$ cat src/rtl/tick_period_meter_if.sv
// rtl/tick_period_meter_if.sv - strobe input and period measurement results bundle
interface tick_period_meter_if #(
  parameter int WIDTH = 16
);
  logic             en;
  logic             tick;
  logic [WIDTH-1:0] period;
  logic             period_valid;
  logic             timeout;
  logic             locked;

  modport master (
    output en, tick,
    input  period, period_valid, timeout, locked
  );

  modport slave (
    input  en, tick,
    output period, period_valid, timeout, locked
  );
endinterface

$ cat src/rtl/tick_period_meter_match.sv
// rtl/tick_period_meter_match.sv - combinational |a-b| <= TOL stability compare
module period_match #(
  parameter int WIDTH = 16,
  parameter int TOL   = 0
) (
  input  logic [WIDTH-1:0] a_i,
  input  logic [WIDTH-1:0] b_i,
  output logic             match_o
);
  localparam logic [WIDTH:0] TOL_W = (WIDTH + 1)'(TOL);

  logic [WIDTH:0] diff;

  // Absolute difference one bit wider than the operands so it never wraps
  always_comb begin
    if (a_i >= b_i) diff = {1'b0, a_i} - {1'b0, b_i};
    else            diff = {1'b0, b_i} - {1'b0, a_i};
    match_o = (diff <= TOL_W);
  end
endmodule

$ cat src/rtl/tick_period_meter.sv
// rtl/tick_period_meter.sv - measures clk cycles between strobes, flags timeout and lock
module tick_period_meter #(
  parameter int WIDTH      = 16,
  parameter int MAX_PERIOD = 65535,
  parameter int LOCK_COUNT = 4,
  parameter int TOL        = 0
) (
  input  logic               clk,
  input  logic               rst,
  tick_period_meter_if.slave bus
);
  localparam int MW = $clog2(LOCK_COUNT + 1);
  localparam logic [WIDTH-1:0] MAX_W  = WIDTH'(MAX_PERIOD);
  localparam logic [MW-1:0]    LOCK_W = MW'(LOCK_COUNT);

  typedef enum logic [1:0] {
    IDLE    = 2'd0,
    ARMED   = 2'd1,
    MEASURE = 2'd2
  } state_t;

  state_t           state_q, state_d;
  logic [WIDTH-1:0] cnt_q, cnt_d;
  logic [WIDTH-1:0] period_q, period_d;
  logic [WIDTH-1:0] prev_q, prev_d;
  logic [MW-1:0]    match_q, match_d;
  logic [MW-1:0]    match_inc;
  logic             first_q, first_d;
  logic             valid_q, valid_d;
  logic             timeout_q, timeout_d;
  logic             locked_q, locked_d;
  logic             is_match;

  // The new period is the running count; compare it against the previous one
  period_match #(.WIDTH(WIDTH), .TOL(TOL)) u_match (
    .a_i     (cnt_q),
    .b_i     (prev_q),
    .match_o (is_match)
  );

  assign match_inc = (match_q == LOCK_W) ? match_q : match_q + MW'(1);

  assign bus.period       = period_q;
  assign bus.period_valid = valid_q;
  assign bus.timeout      = timeout_q;
  assign bus.locked       = locked_q;

  // State and measurement registers; reset discards any measurement in flight
  always_ff @(posedge clk or posedge rst) begin
    if (rst) begin
      state_q   <= IDLE;
      cnt_q     <= '0;
      period_q  <= '0;
      prev_q    <= '0;
      match_q   <= '0;
      first_q   <= 1'b1;
      valid_q   <= 1'b0;
      timeout_q <= 1'b0;
      locked_q  <= 1'b0;
    end else begin
      state_q   <= state_d;
      cnt_q     <= cnt_d;
      period_q  <= period_d;
      prev_q    <= prev_d;
      match_q   <= match_d;
      first_q   <= first_d;
      valid_q   <= valid_d;
      timeout_q <= timeout_d;
      locked_q  <= locked_d;
    end
  end

  // Next state: disable overrides everything, a tick beats a coincident timeout
  always_comb begin
    state_d   = state_q;
    cnt_d     = cnt_q;
    period_d  = period_q;
    prev_d    = prev_q;
    match_d   = match_q;
    first_d   = first_q;
    valid_d   = 1'b0;
    timeout_d = timeout_q;
    locked_d  = locked_q;
    if (!bus.en) begin
      state_d   = IDLE;
      cnt_d     = '0;
      match_d   = '0;
      locked_d  = 1'b0;
      timeout_d = 1'b0;
      first_d   = 1'b1;
    end else begin
      case (state_q)
        IDLE: state_d = ARMED;
        ARMED: begin
          if (bus.tick) begin
            cnt_d     = WIDTH'(1);
            timeout_d = 1'b0;
            first_d   = 1'b1;
            state_d   = MEASURE;
          end
        end
        MEASURE: begin
          if (bus.tick) begin
            period_d = cnt_q;
            prev_d   = cnt_q;
            valid_d  = 1'b1;
            cnt_d    = WIDTH'(1);
            first_d  = 1'b0;
            if (first_q) begin
              match_d = '0;
            end else if (is_match) begin
              match_d = match_inc;
              if (match_inc == LOCK_W) locked_d = 1'b1;
            end else begin
              match_d  = '0;
              locked_d = 1'b0;
            end
          end else if (cnt_q == MAX_W) begin
            timeout_d = 1'b1;
            locked_d  = 1'b0;
            match_d   = '0;
            cnt_d     = '0;
            state_d   = ARMED;
          end else begin
            cnt_d = cnt_q + WIDTH'(1);
          end
        end
        default: state_d = IDLE;
      endcase
    end
  end
endmodule
$ cat src/flat_wrapper.sv
// flat-port wrapper written by rule: the top's interface ports become plain ports
module tick_period_meter_flat 
#(
  parameter int WIDTH      = 16,
  parameter int MAX_PERIOD = 65535,
  parameter int LOCK_COUNT = 4,
  parameter int TOL        = 0
)
  (clk, rst, bus_en, bus_tick, bus_period, bus_period_valid, bus_timeout, bus_locked);
  tick_period_meter_if #(.WIDTH(WIDTH)) bus_i ();
  input  logic clk;
  input  logic rst;
  input wire logic [$bits(bus_i.en)-1:0] bus_en;
  input wire logic [$bits(bus_i.tick)-1:0] bus_tick;
  output wire logic [$bits(bus_i.period)-1:0] bus_period;
  output wire logic [$bits(bus_i.period_valid)-1:0] bus_period_valid;
  output wire logic [$bits(bus_i.timeout)-1:0] bus_timeout;
  output wire logic [$bits(bus_i.locked)-1:0] bus_locked;
  assign bus_i.en = bus_en;
  assign bus_i.tick = bus_tick;
  assign bus_period = bus_i.period;
  assign bus_period_valid = bus_i.period_valid;
  assign bus_timeout = bus_i.timeout;
  assign bus_locked = bus_i.locked;
  tick_period_meter #(.WIDTH(WIDTH), .MAX_PERIOD(MAX_PERIOD), .LOCK_COUNT(LOCK_COUNT), .TOL(TOL)) u_core (.clk(clk), .rst(rst), .bus(bus_i));
endmodule
$ cat config.mk
export PLATFORM = sky130hd
export DESIGN_NAME = tick_period_meter_flat
export DESIGN_NICKNAME = d
export VERILOG_FILES = /design/src/rtl/tick_period_meter_if.sv /design/src/rtl/tick_period_meter_match.sv /design/src/rtl/tick_period_meter.sv /design/src/flat_wrapper.sv
export SDC_FILE = /design/constraint.sdc
export NUM_CORES = 1
export LEC_CHECK = 0
export ABC_AREA = 1
export BUFFER_PORTS_ARGS = -buffer_cell sky130_fd_sc_hd__buf_2
export CAP_MARGIN = 15
export CORE_MARGIN = 4
export CORE_UTILIZATION = 56
export DETAILED_ROUTE_END_ITERATION = 6
export GPL_TIMING_DRIVEN = 0
export PLACE_DENSITY_LB_ADDON = 0.2
export SETUP_SLACK_MARGIN = 0.05
export SYNTH_ARGS = -nofsm -noshare
export SYNTH_HDL_FRONTEND = slang
export SYNTH_SLANG_ARGS = --single-unit
$ cat constraint.sdc
create_clock -name clk -period 2.1 [get_ports clk]
set_input_delay 0.105 -clock clk [delete_from_list [all_inputs] [get_ports clk]]
set_output_delay 0.105 -clock clk [all_outputs]
set_load 0.03 [all_outputs]
### Yosys cells after proc, flatten, opt, wreduce, memory -nomap -nowiden

Index checks and enable logic that the tools add are counted.

| operators by class | value |
|---|---|
| muxes and demuxes | 36 |
| reduce and logical (&&, ||, !) cells | 8 |
| equal/unequal tests | 14 |
| add/subtract/negate cells | 4 |
| $lt $le $gt $ge | 2 |

Operators by type and width:

| cell | count |
|---|---|
| $mux W16 | 4 |
| $sub A16 B16 Y17 | 2 |
| $pmux W16 S2 | 1 |
| $mux W3 | 7 |
| $le A17 B1 Y1 const B | 1 |
| $mux W17 | 1 |
| $add A16 B1 Y16 const B | 1 |
| $eq A16 B16 Y1 const B | 1 |
| $ge A16 B16 Y1 | 1 |
| $mux W1 | 16 |
| $ne A3 B3 Y1 const B | 4 |
| $reduce_and A3 Y1 | 3 |
| $mux W2 | 4 |
| $reduce_and A4 Y1 | 2 |
| $eq A3 B3 Y1 const B | 2 |
| $ne A3 B1 Y1 const B | 2 |
| $pmux W2 S3 | 1 |
| $ne A4 B4 Y1 const B | 1 |
| $pmux W1 S2 | 2 |
| $reduce_and A2 Y1 | 2 |
| $add A3 B1 Y3 const B | 1 |
| $ne A3 B2 Y1 const B | 1 |
| $eq A2 B1 Y1 const B | 1 |
| $eq A2 B2 Y1 const B | 1 |
| 2 further kinds | 2 |

| storage, ports and cells | value |
|---|---|
| register bits | 41 |
| output and inout port bits | 19 |
| bits of input ports | 4 |
| word-level logic and storage cells | 72 |

### Longest topological paths before layout

| logic depth | value |
|---|---|
| depth after elaboration | 9 |
| gate-level depth with buffers | 19 |
| mapped depth without buffers | 18 |

### By module

Synthesis repeated with hierarchy kept, for this count alone.

| unflattened totals | value |
|---|---|
| cells, all modules | 732 |
| area total of the unflattened synthesis | 4428.0 um^2 |

Modules (own cells, without submodules):

| module | times used | seq. area each (um^2) | cells each | area an instance (um^2) |
|---|---|---|---|---|
| period_match | 1 | 0.0 | 457 | 2292.2 |
| tick_period_meter | 1 | 1027.2 | 275 | 2135.8 |

### Worst setup path before layout

No wires, ideal clock.

| path | value |
|---|---|
| kind | register -> register |
| from | register u_core.prev_q[5] |
| to | register u_core.locked_q, in the netlist u_core.bus.locked |
| arrival time | 2.139 ns |
| path slack | -0.116 ns |
| stages on the path, launching flop included | 17 |
| library setup time | 0.078 ns |
| required time | 2.022 ns |
| path buffers | 1 |
| clock period less this slack | 2.216 ns |
| cell sequence | dfrtp_1 inv_1 ha_1 buf_2 a21oi_2 nor2_1 nor2_1 nand2_1 nand2_1 nand2_1 nor2_1 nand2_1 nand2_1 nand3_2 nor2_4 nand2_1 a21boi_1 |

| between the ends | value |
|---|---|
| longest elaborated chain between the ends | 8 |
| elaborated cells between the ends (all ways) | 12 |
| those cells by class | add/sub: 2; order compare: 2; eq/ne: 1; mux: 6; reduce/logical: 1 |

Ends and longest elaborated chain:

| element | line | source |
|---|---|---|
| start, declared | tick_period_meter.sv:25 | `logic [WIDTH-1:0] prev_q, prev_d;` |
| start signal, assigned | tick_period_meter.sv:64 | `prev_q <= prev_d;` |
| $sub A16 B16 Y17, or another cell as far along | tick_period_meter_match.sv:17 | `else diff = {1'b0, b_i} - {1'b0, a_i};` |
| $mux W17 * | tick_period_meter_match.sv:16 | `if (a_i >= b_i) diff = {1'b0, a_i} - {1'b0, b_i};` |
| $le A17 B1 Y1 * | tick_period_meter_match.sv:18 | `match_o = (diff <= TOL_W);` |
| $mux W1 | tick_period_meter.sv:111 | `end else if (is_match) begin` |
| $mux W1 | tick_period_meter.sv:109 | `if (first_q) begin` |
| $mux W1 | tick_period_meter.sv:103 | `if (bus.tick) begin` |
| $mux W1 | tick_period_meter.sv:92 | `case (state_q)` |
| $mux W1 | tick_period_meter.sv:84 | `if (!bus.en) begin` |
| end signal, assigned | tick_period_meter.sv:69 | `locked_q <= locked_d;` |
| end, declared | tick_period_meter.sv:31 | `logic locked_q, locked_d;` |

Mark *: on every way between the ends. The rest lies on a longest branch, timed or not. The select of a mux whose other input is x is not followed.
A chain may end at the register's enable or synchronous reset.

### Worst setup path after layout

| path | value |
|---|---|
| from | register u_core.prev_q[2] |
| to | register u_core.match_q[0] |

| between the ends | value |
|---|---|
| longest elaborated chain between the ends | 8 |
| elaborated cells between the ends (all ways) | 10 |
| those cells by class | add/sub: 2; order compare: 2; mux: 6 |

Ends and longest elaborated chain:

| element | line | source |
|---|---|---|
| $sub A16 B16 Y17, or another cell as far along | tick_period_meter_match.sv:17 |  |
| $mux W17 * | tick_period_meter_match.sv:16 |  |
| $le A17 B1 Y1 * | tick_period_meter_match.sv:18 |  |
| $mux W3 * | tick_period_meter.sv:111 |  |
| $mux W3 * | tick_period_meter.sv:109 |  |
| $mux W3 * | tick_period_meter.sv:103 |  |
| $mux W3 * | tick_period_meter.sv:92 |  |
| $mux W3 * | tick_period_meter.sv:84 |  |
| end signal, assigned | tick_period_meter.sv:65 | `match_q <= match_d;` |
| end, declared | tick_period_meter.sv:26 | `logic [MW-1:0] match_q, match_d;` |

Marked as above.

==> flow_summary.ini <==
[die]
die-area_um2 = 8410
ios = 23
core_um2 = 6790
die_h_um = 91.7
start_util_pct = 57.8
num_rows = 30
fp.dieW_um = 91.7

[layout]
nets = 734
multi_input_area_um2 = 3080
seq_area_um2 = 1060
layout-drive-gt1-share_pct = 35.3
num_antenna_cells = 0
design_area_um2 = 5180
utilization_pct = 76.2
syn_to_final_growth_pct = 32.0
fillerInstances = 504

[synthesis]
syn-num-nets = 676
synth_edf_count = 0
netlist_area_um2 = 3920
synth_cells = 637
synth_ff_type = dfrtp_1
ys_types = 32
syn_area_per_cell_um2 = 6.16
synth.yosys.seq_area_share_pct = 26.2
synth_area_leaders = dfrtp_1 26%, nand2_1 20%, inv_1 11%
ys_top_cells_by_count = 213 x nand2_1, 117 x inv_1, 52 x nor2_1, 40 x dfrtp_1, 37 x o21ai_0
synth_seq_cells = 41
yosysMostFrequentCell = nand2_1
yosysTopAreaCell = dfrtp_1
synthArstFlopShare_pct = 100
yosys_warnings = 0
synth_top_area_share_pct = 25.5

[timing]
post-route-period-util_pct = 108
finalSetupViolCount = 4
setup_slack_ns = -0.162
rsz0062_at_grt = true
tightest_slew_ns = 0.889
slew_viol_final = 0
fin_crit_ns = 2.26
fmax_mhz = 442
tns_ns = -0.595
fin_hold_ws_ns = -0.0126
max-slew-margin-rel_pct = 40.7
fin_skew_ns = 0.00714
finalHoldViolCount = 19

[placed_design]
dpl_worst_slack_ns = -0.306
numPortBuffers = 22
dp_hpwl_um = 8310
gp_congestion = 0.953
place_area_um2 = 4230

[setup_path]
reg2reg_slack_ns = -0.16
startpoint_type = register
cpMaxStageDelayCell = dfrtp_2
reg2reg_depth = 18
cp.arrival_ns = 2.50
worstPathRequired_ns = 2.34
critical_path_class = register to register
max_stage_delay_ns = 0.41
crit_chain = inv_2, ha_4, buf_8, nand2_2, nand2_2, nand2_2, nand2_1, nand2_1, nand3_1, nand2_1, nand2_1, nor2_1, nand2_1, nor2_2, nand3_2, nand2_4, nand4_1, nand2_1
crit_fanout = 7
path_common_cell = nand2_1
cp-end-kind = register

[clocking]
cts_tree = done
cts_max_level = 2
clk_pin_slew_ns = 0.08
clkSinkCount = 41
clock_latency_ns = 0.30
hold_buffers = 0
cts_buffers = 5
cts.path.max_buffers = 2
root_buffer = clkbuf_8

[routing]
route.detailed.drc = 0
drtPass1Iterations = 5
ant_nets = 0
vias = 4399
avgViaCountPerCell = 5.55
postRouteWirelength_um = 12300
drtIter0Drc = 265
wl_per_cell_um = 15.5

[status]
status = finished with violations
violations = hold timing, setup timing

[run]
cap_violations = 0

[global_routing]
grtUsageTotal_pct = 26.8
first_global_vias = 4061
grt_pass1_wl_um = 18500
grt_max_degree = 42
antenna_found_initial = 0
grt_remaining_overflow = 0

[power_and_ir_drop]
leakagePower_nw = 2.62
ir_drop_uv = 781
cellPowerDensity_nw_per_um2 = 1590
power_mw = 8.26

[worst_hold_path]
min_path_type = input port to asynchronous set/reset pin
==> kinds of logic (layout without fill, tap and decap cells) <==
kind of cell	count (synthesis)	in the layout	synth area share, %
AOI/OAI and AO/OA	77	77	10.5
adders and majority gates	35	35	11.2
buffers and inverters	128	187	12.4
DFF	41	41	26.2
and+or+nand+nor	349	349	38.2
xor gates and xnor gates	7	7	1.56
==> state kept, by name (all words and copies together), names as in the netlist <==
name	cells
u_core.cnt_q	16
u_core.prev_q	16
u_core.match_q	3
u_core.state_q	2
u_core.bus.locked	1
u_core.bus.period_valid	1
u_core.bus.timeout	1
u_core.first_q	1
==> per-layer routing <==
layer  vias up  GRT usage [%]  wire (um)
met1      2084           33.9       5070
met3        31           2.21        671
met5         -              0          0
met2       187           48.6       6280
li1       2097              -          -
met4         0           8.04        286
==> worst paths after layout <==
path,startpoint,end
worst max-delay path,u_core.prev_q[2]$_DFFE_PP0P_,u_core.match_q[0]$_DFFE_PP0P_
worst max register to register,u_core.prev_q[2]$_DFFE_PP0P_,u_core.match_q[0]$_DFFE_PP0P_
worst min register to register,u_core.state_q[0]$_DFFE_PP0P_,u_core.state_q[0]$_DFFE_PP0P_
min in group clk,bus_en,u_core.cnt_q[0]$_DFFE_PP0P_
max in group asynchronous,rst,u_core.cnt_q[12]$_DFFE_PP0P_
worst min-delay path,rst,u_core.state_q[1]$_DFFE_PP0P_
==> timing repair <==
| item | CTS | global route |
|---|---|---|
| buffers inserted | 18 | 12 |
| endpoints found under the setup margin | 14 | 17 |
| pin swaps | 41 | 46 |
| resized for setup | 108 | 86 |
| gates cloned | 0 | 0 |
==> worst max-delay path: cells and delay by family, from the launching register on <==
family | cells | cell delay [ns]
DFF | 1 | 0.41
buffers and inverters | 2 | 0.23
adders and majority gates | 1 | 0.21
and+or+nand+nor | 15 | 1.34
==> cell usage in the layout, fill, tap and decap left out, types with 8 or more instances in the layout <==
master	Yosys	final
nor2_4	3	12
nor2_1	52	39
nand2_2	5	33
inv_1	117	92
inv_2	3	28
ha_1	35	17
ha_4	0	15
a21oi_1	30	18
nand3_1	36	28
buf_4	0	30
buf_2	3	22
dfrtp_1	40	13
o21ai_0	37	31
nand3_2	5	12
nor2_2	5	9
nand4_1	13	13
nand2_1	213	164
nor3_1	9	8
dfrtp_2	0	27
nand2_4	0	21
==> through the flow <==
stage / hold WS [ns] / std cells
2_1_floorplan: 0.252 / 637
3_3_place_gp: 0.412 / 755
3_5_place_dp: 0.346 / 755
4_1_cts: 0.0163 / 780
5_1_grt: 0.0652 / 792
6_report: -0.0126 / 792
==> final cells by class <==
class                   instances  area share [%]
flip-flops and latches         41            20.5
multi-input cells             468            59.5
well taps                      96            2.32
clock buffers                   6            1.40
inverters                     122            8.94
repair buffers                 52            6.47
plain buffers                   5           0.725
clock inverters                 2           0.193
==> report_power, final <==
| group | leakage [nW] | internal, mW | switching, mW |
|---|---|---|---|
| sequential | 0.509 | 0.998 | 0.171 |
| clock | 0.0450 | 0.231 | 0.285 |
| combinational | 2.06 | 2.37 | 4.20 |
| total | 2.62 | 3.60 | 4.66 |
Power figures use the tool's default switching activity.
